--- src/rtl/sad_sequencer.sv ---
// Sequences the 8-lane AD array over an 8x8 block for each fractional
// candidate, accumulates per-candidate SAD and reports the minimum.
module sad_sequencer #(
   parameter int DATAWIDTH = 8,
   parameter int NUM_CAND  = 9,
   parameter int ROWS      = 8,
   parameter int SADWIDTH  = 14,
   parameter int IDXW      = 4
) (
   input  logic                   clk,
   input  logic                   rst,
   input  logic                   start,
   output logic                   busy,
   output logic                   row_req,
   output logic [IDXW-1:0]        row_cand,
   output logic [2:0]             row_idx,
   input  logic                   row_ack,
   input  logic                   ad_valid,
   input  logic [8*DATAWIDTH-1:0] ad_in,
   output logic                   done,
   output logic [IDXW-1:0]        best_idx,
   output logic [SADWIDTH-1:0]    best_sad
);

   typedef enum logic [2:0] {
      S_IDLE,
      S_REQ,
      S_WAIT,
      S_CMP,
      S_DONE
   } state_e;

   localparam logic [2:0]      LAST_ROW  = 3'(ROWS - 1);
   localparam logic [IDXW-1:0] LAST_CAND = IDXW'(NUM_CAND - 1);

   state_e                state_q, state_d;
   logic [IDXW-1:0]       cand_q, cand_d;
   logic [2:0]            row_q, row_d;
   logic [SADWIDTH-1:0]   acc_q, acc_d;
   logic [SADWIDTH-1:0]   min_q, min_d;
   logic [IDXW-1:0]       idx_q, idx_d;
   logic [IDXW-1:0]       best_idx_q, best_idx_d;
   logic [SADWIDTH-1:0]   best_sad_q, best_sad_d;

   logic [SADWIDTH-1:0]   row_sum;
   logic                  better;
   logic [SADWIDTH-1:0]   win_sad;
   logic [IDXW-1:0]       win_idx;

   always_comb begin
      row_sum = '0;
      for (int i = 0; i < 8; i++) begin
         row_sum = row_sum
                 + SADWIDTH'(ad_in[i*DATAWIDTH +: DATAWIDTH]);
      end
   end

   // Strict compare so equal SADs keep the earlier (lower) index.
   always_comb begin
      better  = (acc_q < min_q);
      win_sad = better ? acc_q  : min_q;
      win_idx = better ? cand_q : idx_q;
   end

   always_comb begin
      state_d    = state_q;
      cand_d     = cand_q;
      row_d      = row_q;
      acc_d      = acc_q;
      min_d      = min_q;
      idx_d      = idx_q;
      best_idx_d = best_idx_q;
      best_sad_d = best_sad_q;

      unique case (state_q)
         S_IDLE: begin
            if (start) begin
               state_d = S_REQ;
               cand_d  = '0;
               row_d   = '0;
               acc_d   = '0;
               min_d   = '1;
               idx_d   = '0;
            end
         end
         S_REQ: begin
            if (row_ack) begin
               state_d = S_WAIT;
            end
         end
         S_WAIT: begin
            if (ad_valid) begin
               acc_d = acc_q + row_sum;
               if (row_q == LAST_ROW) begin
                  state_d = S_CMP;
               end else begin
                  row_d   = row_q + 3'd1;
                  state_d = S_REQ;
               end
            end
         end
         S_CMP: begin
            min_d = win_sad;
            idx_d = win_idx;
            if (cand_q == LAST_CAND) begin
               // Publish together with the final compare so done and
               // best_* become visible in the same cycle.
               best_sad_d = win_sad;
               best_idx_d = win_idx;
               state_d    = S_DONE;
            end else begin
               cand_d  = cand_q + IDXW'(1);
               row_d   = '0;
               acc_d   = '0;
               state_d = S_REQ;
            end
         end
         S_DONE: begin
            state_d = S_IDLE;
         end
         default: begin
            state_d = S_IDLE;
         end
      endcase
   end

   always_ff @(posedge clk) begin
      if (rst) begin
         state_q    <= S_IDLE;
         cand_q     <= '0;
         row_q      <= '0;
         acc_q      <= '0;
         min_q      <= '0;
         idx_q      <= '0;
         best_idx_q <= '0;
         best_sad_q <= '0;
      end else begin
         state_q    <= state_d;
         cand_q     <= cand_d;
         row_q      <= row_d;
         acc_q      <= acc_d;
         min_q      <= min_d;
         idx_q      <= idx_d;
         best_idx_q <= best_idx_d;
         best_sad_q <= best_sad_d;
      end
   end

   always_comb begin
      busy     = (state_q != S_IDLE);
      row_req  = (state_q == S_REQ);
      row_cand = row_req ? cand_q : '0;
      row_idx  = row_req ? row_q  : '0;
      done     = (state_q == S_DONE);
      best_idx = best_idx_q;
      best_sad = best_sad_q;
   end

endmodule

--- config.mk ---
export PLATFORM = sky130hd
export DESIGN_NAME = sad_sequencer
export DESIGN_NICKNAME = d
export VERILOG_FILES = /design/src/rtl/sad_sequencer.sv
export SDC_FILE = /design/constraint.sdc
export NUM_CORES = 1
export LEC_CHECK = 0
export CORE_MARGIN = 4
export CORE_UTILIZATION = 48
export CTS_CLUSTER_SIZE = 10
export DETAILED_ROUTE_END_ITERATION = 10
export PLACE_DENSITY = 0.87
export SYNTH_ARGS = -nofsm -noshare
export SYNTH_HDL_FRONTEND = slang
export SYNTH_SLANG_ARGS = --single-unit
--- constraint.sdc ---
create_clock -name clk -period 4.44 [get_ports clk]
set_input_delay 0.444 -clock clk [delete_from_list [all_inputs] [get_ports clk]]
set_output_delay 0.444 -clock clk [all_outputs]
set_load 0.01 [all_outputs]
# Word-level counts from Yosys, hierarchy flattened
# Cells that the tools add are included.
# op_classes
addsub	10
mul	0
n_div	0
order_cmp	1
eq_ne	11
shifts	0
muxes	25
n_bitwise	0
n_reduce_logical	10
# op_table
operator	count
$mux 14	5
$pmux 14 s3	1
$pmux 14 s2	1
$mux 3	9
$mux 4	4
$pmux 4 s2	2
$add 13x8->14	1
$add 14x14->14	1
$add 14x8->14	1
$lt 14x14->1	1
$add 12x8->13	1
$add 11x8->12	1
$pmux 3 s4	1
$add 10x8->11	1
$add 9x8->10	1
$add 8x8->9	1
$pmux 3 s3	1
$ne 2x2->1 const B	4
$eq 3x2->1 const B	2
$eq 3x3->1 const B	2
$reduce_and 3->1	2
$reduce_bool 3->1	2
$reduce_and 5->1	1
$add 4x1->4 const B	1
9 further kinds	10
# word_totals
reg_bits	60
latch_bits	0
ram_bits	0
romBits	0
in_bits	69
out_inout_bits	28
word_cells	65
mem_count	0

# Logic depth before layout (Yosys ltp)
# Gate-level depths: netlist of the first run.
# depth
depth_word	10
depth_mapped	17

# Worst setup path before layout of the first run
# No wires, ideal clock.
# synth_path
kind	input to register
from	input port ad_in[2]
to	register acc_q[10]
setup_ps	71
arrival_ps	4277
t_required_ps	4369
slack_ps	93
path_stages	17
n_path_buf	0
cell_sequence	inv_1 fa_1 inv_1 fa_1 fa_1 inv_1 fa_1 inv_1 ha_1 inv_1 fa_1 nor2b_1 o2111ai_1 nand3_1 and3_1 or4_1 a21oi_1
# synth_via
elab_chain_len	10
# synth_rtl
item	line	text
start: declaration	19	input logic [8*DATAWIDTH-1:0] ad_in,
$add 8x8->9	54	+ SADWIDTH'(ad_in[i*DATAWIDTH +: DATAWIDTH]);
$add 9x8->10	54	
$add 10x8->11	54	
$add 11x8->12	54	
$add 12x8->13	54	
$add 13x8->14	54	
$add 14x8->14	54	
$add 14x14->14	93	acc_d = acc_q + row_sum;
$mux 14	92	if (ad_valid) begin
$pmux 14 s3	75	unique case (state_q)
end signal: assignment	132	acc_q <= '0;
end signal: assignment	141	acc_q <= acc_d;
end: declaration	39	logic [SADWIDTH-1:0] acc_q, acc_d;
# No other way between the ends. The select of a mux whose other input is x is not followed.
# A chain may end at the register's enable or synchronous reset.

# Worst setup path in the final report of the first run
# layout_path
from	input port ad_in[47]
to	register acc_q[10]
# layout_via
elab_chain_len	6
# layout_rtl
item	line
$add 12x8->13	54
$add 13x8->14	54
$add 14x8->14	54
$add 14x14->14	93
$mux 14	92
$pmux 14 s3	75
# No other way between the ends. The select of a mux whose other input is x is not followed.

==> results of run 1 <==
## metal layers
layer	vias to the layer above	GRT usage, %	part of all wire [%]
met4	0	4.987	2.8
li1	2002	-	-
met2	120	38.03	55
met3	37	5.506	4.7
met5	-	0	0
met1	2022	21.33	37
## power by group
group          switching, W  leakage, nW  internal, W  total, W
combinational       0.00117         2.43      0.00120   0.00237
clock              0.000214        0.122     0.000360  0.000574
sequential        0.0000223        0.488     0.000561  0.000583
## timing repair
action                                  in CTS  in global routing
resized for setup                           18                 43
pin swaps                                   19                 34
endpoints found under the setup margin       5                  8
setup buffers                                2                  2
## cell families (layout without fill, tap and decap cells)
logic type      count (synthesis)  after routing
compound gates                 88             88
xor+xnor                        5              5
fa+ha+maj                      89             89
buf+inv                       122            240
flops                          60             60
mux                            23             23
simple gates                  155            155
## cells in the final DEF (no fill, tap or decap), drive strengths merged, types with 3 or more instances in the layout
master	instances
a2111oi	3
a211oi	35
a21oi	18
a22oi	5
and2	7
and3	3
buf	29
clkbuf	12
clkdlybuf4s50	81
dfxtp	60
dlygate4sd2	3
dlymetal6s2s	11
fa	55
ha	34
inv	100
mux2i	23
nand2	12
nand3	4
nand3b	5
nor2	89
nor2b	5
nor3	10
o21a	5
o21ai	6
o22ai	5
or3	5
or4	3
xor2	3
## worst max-delay path, delay by kind of cell
kind / cells / cell delay [ps]
simple gates: 4 / 970
buf+inv: 5 / 690
compound gates: 2 / 280
fa+ha+maj: 5 / 2350
## cell type report
type | instances | area share [%]
timing repair buffer | 124 | 18.19
clock buffer | 12 | 2.509
tap | 133 | 2.528
clock inverter | 4 | 1.064
sequential | 60 | 18.24
multi-input combinational | 360 | 51.77
inverter | 100 | 5.701
## final timing paths
path	slack [ps]	cells after the start	from	to
worst max-delay path	-20	16	ad_in[47]	acc_q[10]$_SDFFE_PP0P_
worst min register to register	500	2	best_idx[2]$_SDFFE_PP0P_	best_idx[2]$_SDFFE_PP0P_
worst max register to register	250	12	acc_q[3]$_SDFFE_PP0P_	acc_q[10]$_SDFFE_PP0P_
worst min-delay path	500	2	best_idx[2]$_SDFFE_PP0P_	best_idx[2]$_SDFFE_PP0P_
## stage by stage
step	setup slack, ps	util, %
after floorplan	92.80	-
after global placement	-515.4	61.90
after detailed placement	-696.8	61.90
after CTS	7.724	65.07
after global routing	-147.8	66.74
final	-17.01	66.74
## cell usage after synthesis (2+ instances only)
| library cell | count |
|---|---|
| nor3b_1 | 2 |
| mux2i_1 | 23 |
| nand3_1 | 4 |
| xor2_1 | 3 |
| buf_1 | 2 |
| or3_1 | 5 |
| nand3b_1 | 5 |
| a211oi_2 | 15 |
| nor2b_1 | 5 |
| and2_1 | 7 |
| or4_1 | 3 |
| and3_1 | 3 |
| ha_1 | 34 |
| dfxtp_1 | 60 |
| a2111oi_0 | 3 |
| inv_1 | 100 |
| a21o_1 | 2 |
| nand2_1 | 11 |
| xnor2_1 | 2 |
| o21ai_0 | 6 |
| nor2_1 | 88 |
| a211oi_1 | 20 |
| a21oi_1 | 18 |
| nor4b_1 | 2 |
| nor3_1 | 10 |
| a22oi_1 | 5 |
| o21a_1 | 5 |
| o2111ai_1 | 2 |
| fa_1 | 55 |
| buf_6 | 5 |
| clkbuf_1 | 13 |
| nor4_1 | 2 |
| o22ai_1 | 5 |
## flip-flops by register name, indices dropped and copies added, names as in the netlist
name,cells
min_q,14
best_idx,4
idx_q,4
cand_q,4
row_q,3
acc_q,14
best_sad,14
state_q,3
==> impl_metrics.json, run 1 <==
{
  "worstSetupPathType": "in2reg",
  "synth_seq_cells": 60,
  "synth_nets": 700,
  "rows": 36,
  "worstMarginPinSlew_ps": 1164,
  "routabilityCongestion": 0.8403,
  "cp_max_fo": 4,
  "clk_latency_ps": 350,
  "cts_tree": "yes",
  "fin_area_um2": 6584,
  "cts_made_buffers": 9,
  "status": "finished, violations left",
  "fin_ws_ps": -17.01,
  "grt_remaining_overflow": 0,
  "synth_mux_area_share_pct": 4.680,
  "synth_top_family_by_area": "adder cells",
  "crit_slowest_cell": "fa_1",
  "diodes": 0,
  "synth_compound_area_share_pct": 13.84,
  "layout-drive-gt1-share_pct": 15.76,
  "cts-htree-levels": 3,
  "slew_headroom_pct": 22.37,
  "violations": "negative setup slack",
  "cap_violations": 0,
  "yosys.area_share.simple_pct": 14.98,
  "drv_slew": 0,
  "drc": 0,
  "die_h_um": 109.2,
  "wl_per_cell_um": 15.18,
  "boundaryPins": 97,
  "clock_skew_ps": 5.741,
  "synth-edff-count": 0,
  "end_kind": "register",
  "hpwl_um": 8742,
  "synth_top_cell_area_share_pct": 24.42,
  "max_stage_delay_ps": 570,
  "finish.cell_count_without_fillers": 793,
  "setup_violations": 1,
  "avgSynthCellArea_um2": 9.077,
  "antenna_left": 0,
  "synth_top_cells_by_area": "dfxtp_1 24%, fa_1 22%, ha_1 8.6%",
  "worstPathArrival_ps": 4730,
  "power_w": 0.003524,
  "synth_fa_ha_area_share_pct": 31.03,
  "io_buffers": 96,
  "viasPerCell": 5.272,
  "cellLeakagePower_nw": 3.037,
  "finalCritPeriodShare_pct": 100.4,
  "cp.required_ps": 4710,
  "layout_min_cycle_time_ps": 4457,
  "cts-root-buf": "clkbuf_8",
  "hold_violations": 0,
  "grt_usage_pct": 19.85,
  "yosysSeqAreaShare_pct": 24.42,
  "rsz0062_at_grt": "yes",
  "dp.cells": 773,
  "yosysWarnings": 0,
  "hold_class": "reg2reg",
  "tns_ps": -17.01,
  "cts_sinks": 60,
  "max_freq_mhz": 224.4,
  "synth_xor_area_share_pct": 0.8901,
  "dieArea_um2": 11930,
  "coreArea_um2": 9864,
  "clk_pin_slew_ps": 70,
  "multi_input_area_um2": 3408,
  "grt_max_degree": 64,
  "cts_hold_buffers": 0,
  "grt_pass1_wl_um": 18910,
  "detail_route.iter0.violations": 202,
  "cpMostUsedCell": "fa_1",
  "num_vias": 4181,
  "power_per_cell_area_nw_per_um2": 535.2,
  "ir_worst_vdd_mv": 0.3973,
  "routed_wl_um": 12040,
  "start_kind": "input pin",
  "area.sequential_um2": 1201,
  "first_pass_iters": 4,
  "fin_nets": 813,
  "synthCells": 542,
  "antenna_found_initial": 0,
  "cts_max_path_buffers": 2,
  "async_reset_ff_share_pct": 0,
  "num-fill-cells": 698,
  "synth_area_um2": 4920,
  "start_util_pct": 49.87,
  "ys.flop_type": "dfxtp_1",
  "synth_cell_types": 50,
  "crit_chain": "clkdlybuf4s50_1 > inv_1 > fa_1 > inv_2 > fa_1 > fa_1 > inv_1 > fa_1 > inv_1 > ha_4 > and3_4 > a21oi_4 > nand3_2 > and3_4 > or4_4 > a21oi_2",
  "placed_area_um2": 6106,
  "hold-worst-slack_ps": 495.8,
  "die_width_um": 109.2,
  "syn_to_final_growth_pct": 33.82,
  "grt_pass1_vias": 4361,
  "yosys.area.top_type": "dfxtp_1"
}
No activity file was read; power rests on OpenSTA's default activity.
==> run 2: changes to the inputs <==
--- a/config.mk
+++ b/config.mk
@@ -5,6 +5,7 @@
 export SDC_FILE = /design/constraint.sdc
 export NUM_CORES = 1
 export LEC_CHECK = 0
+export CAP_MARGIN = 5
 export CORE_MARGIN = 4
 export CORE_UTILIZATION = 48
 export CTS_CLUSTER_SIZE = 10
==> results of run 2 <==
Same layout as run 1: the final DEF is identical, and so are final timing and power.
==> run 3: changes to the inputs <==
--- a/config.mk
+++ b/config.mk
@@ -14,3 +14,4 @@
 export SYNTH_ARGS = -nofsm -noshare
 export SYNTH_HDL_FRONTEND = slang
 export SYNTH_SLANG_ARGS = --single-unit
+export TNS_END_PERCENT = 20
==> run 3 against run 2 <==
Against the previous run:
- critical path type unchanged
- final cell count stayed put
- global-route usage hardly changed
- core utilization decreased by 0.22 points
- routed wire length down 3.5%
- first-iteration DRC count down 3.5%
- sequential share of layout area rose by 0.059 points
- die area is the same
- the flow now finishes without violations
- register-to-register slack is essentially flat
- via count fell by 0.65%
- clock power about the same
==> impl_metrics.json, run 3 (same netlist as run 1, synthesis figures left out) <==
{
  "status": "completed",
  "critical_path.startpoint": "ad_in[47]",
  "crit_chain": "clkdlybuf4s50_1 > inv_1 > fa_1 > inv_2 > fa_1 > fa_1 > inv_1 > fa_1 > inv_1 > ha_4 > and3_4 > a21oi_4 > nand3_2 > and3_4 > or4_4 > a21oi_2",
  "ir_worst_vdd_mv": 0.3781,
  "cts_hold_buffers": 0,
  "antenna_left": 0,
  "min_path_cells": 2,
  "hpwl_um": 8742,
  "rrSetupSlack_ps": 260,
  "end_kind": "register",
  "rows": 36,
  "multi_input_area_um2": 3403,
  "cpMostUsedCell": "fa_1",
  "io_buffers": 96,
  "grt_remaining_overflow": 0,
  "grt_pass1_vias": 4367,
  "crit_slowest_cell": "fa_1",
  "grt_max_degree": 64,
  "layout_min_cycle_time_ps": 4437,
  "finish.cell_count_without_fillers": 793,
  "reg2reg_to": "acc_q[10]$_SDFFE_PP0P_",
  "cellLeakagePower_nw": 2.997,
  "cap_violations": 0,
  "final_cell_mix": "94 x inv_1, 87 x nor2_1, 86 x clkdlybuf4s50_1",
  "clock_skew_ps": 7.681,
  "die_width_um": 109.2,
  "pre_cts_slack_ps": -696.8,
  "routed_wl_um": 11620,
  "drv_slew": 0,
  "cts_made_buffers": 9,
  "routabilityCongestion": 0.8403,
  "antenna_found_initial": 0,
  "viasPerCell": 5.238,
  "dp.cells": 773,
  "grt_usage_pct": 19.84,
  "cts_tree": "yes",
  "detail_route.iter0.violations": 195,
  "worstPathArrival_ps": 4720,
  "worstMarginPinSlew_ps": 1175,
  "r2r.worst_path.cells": 12,
  "worstSetupPathType": "in2reg",
  "drc": 0,
  "hold-worst-slack_ps": 495.8,
  "cts-htree-levels": 3,
  "boundaryPins": 97,
  "coreArea_um2": 9864,
  "dieArea_um2": 11930,
  "hold_class": "reg2reg",
  "die_h_um": 109.2,
  "cp_max_fo": 4,
  "layout_commonest_cell": "inv_1",
  "cts_sinks": 60,
  "hold_violations": 0,
  "rsz0062_at_grt": "yes",
  "tns_ps": 0,
  "max_freq_mhz": 225.4,
  "power_per_cell_area_nw_per_um2": 531.2,
  "regToRegStartpoint": "acc_q[3]$_SDFFE_PP0P_",
  "cts_max_path_buffers": 2,
  "setup_violations": 0,
  "diodes": 0,
  "final_util_pct": 66.53,
  "layout-drive-gt1-share_pct": 14.85,
  "slew_headroom_pct": 21.67,
  "start_util_pct": 49.87,
  "fin_nets": 813,
  "fin_ws_ps": 3.495,
  "clk_latency_ps": 350,
  "wl_per_cell_um": 14.65,
  "grt_pass1_wl_um": 18910,
  "min_from": "best_idx[2]$_SDFFE_PP0P_",
  "syn_to_final_growth_pct": 33.39,
  "worstHoldEndpoint": "best_idx[2]$_SDFFE_PP0P_",
  "num_vias": 4154,
  "area.sequential_um2": 1201,
  "first_pass_iters": 4,
  "start_kind": "input pin",
  "cp.required_ps": 4720,
  "cts-root-buf": "clkbuf_8",
  "num-fill-cells": 703,
  "max_stage_delay_ps": 570,
  "clk_pin_slew_ps": 70,
  "finalCritPeriodShare_pct": 99.92
}
[run 3: final cells by class]
cell class	instances	area share [%]
sequential	60	18.30
multi-input combinational	360	51.86
clock buffer	12	2.517
tap	133	2.536
clock inverter	4	1.068
timing repair buffer	124	18.00
inverter	100	5.720
[run 3: worst max-delay path, delay by kind of cell]
kind,cells,cell delay (ps)
AND/OR/NAND/NOR,4,960
AO/OA/AOI/OAI,2,280
buffers and inverters,5,680
adder cells (fa/ha/maj),5,2350
[run 3: metrics by stage]
stage / total power (W) / area (um2)
detailed placement: 0.002333 / 6106
global route: 0.003758 / 6563
CTS: 0.003080 / 6409
floorplan: 0.001726 / 4920
global placement: 0.002244 / 6106
finish: 0.003486 / 6563
[run 3: where the power goes]
group,internal (W),switching [W],leakage [nW],total [W]
Sequential,0.000561,0.0000222,0.488,0.000583
Clock,0.000360,0.000216,0.122,0.000575
Combinational,0.00118,0.00114,2.39,0.00233
Total,0.00210,0.00138,3.00,0.00349
[run 3: routing by layer]
layer  global-route usage (%)  vias up  part of all wire, %
met4                    4.987        0                  2.4
li1                         -     2005                    -
met1                    21.30     2009                   38
met3                    5.506       29                  5.0
met5                        0        -                    0
met2                    38.03      111                   55
[run 3: worst max path at each step]
stage / end
6_report: acc_q[10]$_SDFFE_PP0P_
4_1_cts: acc_q[10]$_SDFFE_PP0P_
2_1_floorplan: acc_q[10]$_SDFFE_PP0P_
3_5_place_dp: acc_q[10]$_SDFFE_PP0P_
5_1_grt: acc_q[10]$_SDFFE_PP0P_
3_3_place_gp: acc_q[10]$_SDFFE_PP0P_
[run 3: what timing repair did]
item | in CTS | in global routing
gates resized for setup | 16 | 33
setup buffers | 2 | 2
setup endpoints to repair | 5 | 8
pin swaps | 14 | 32
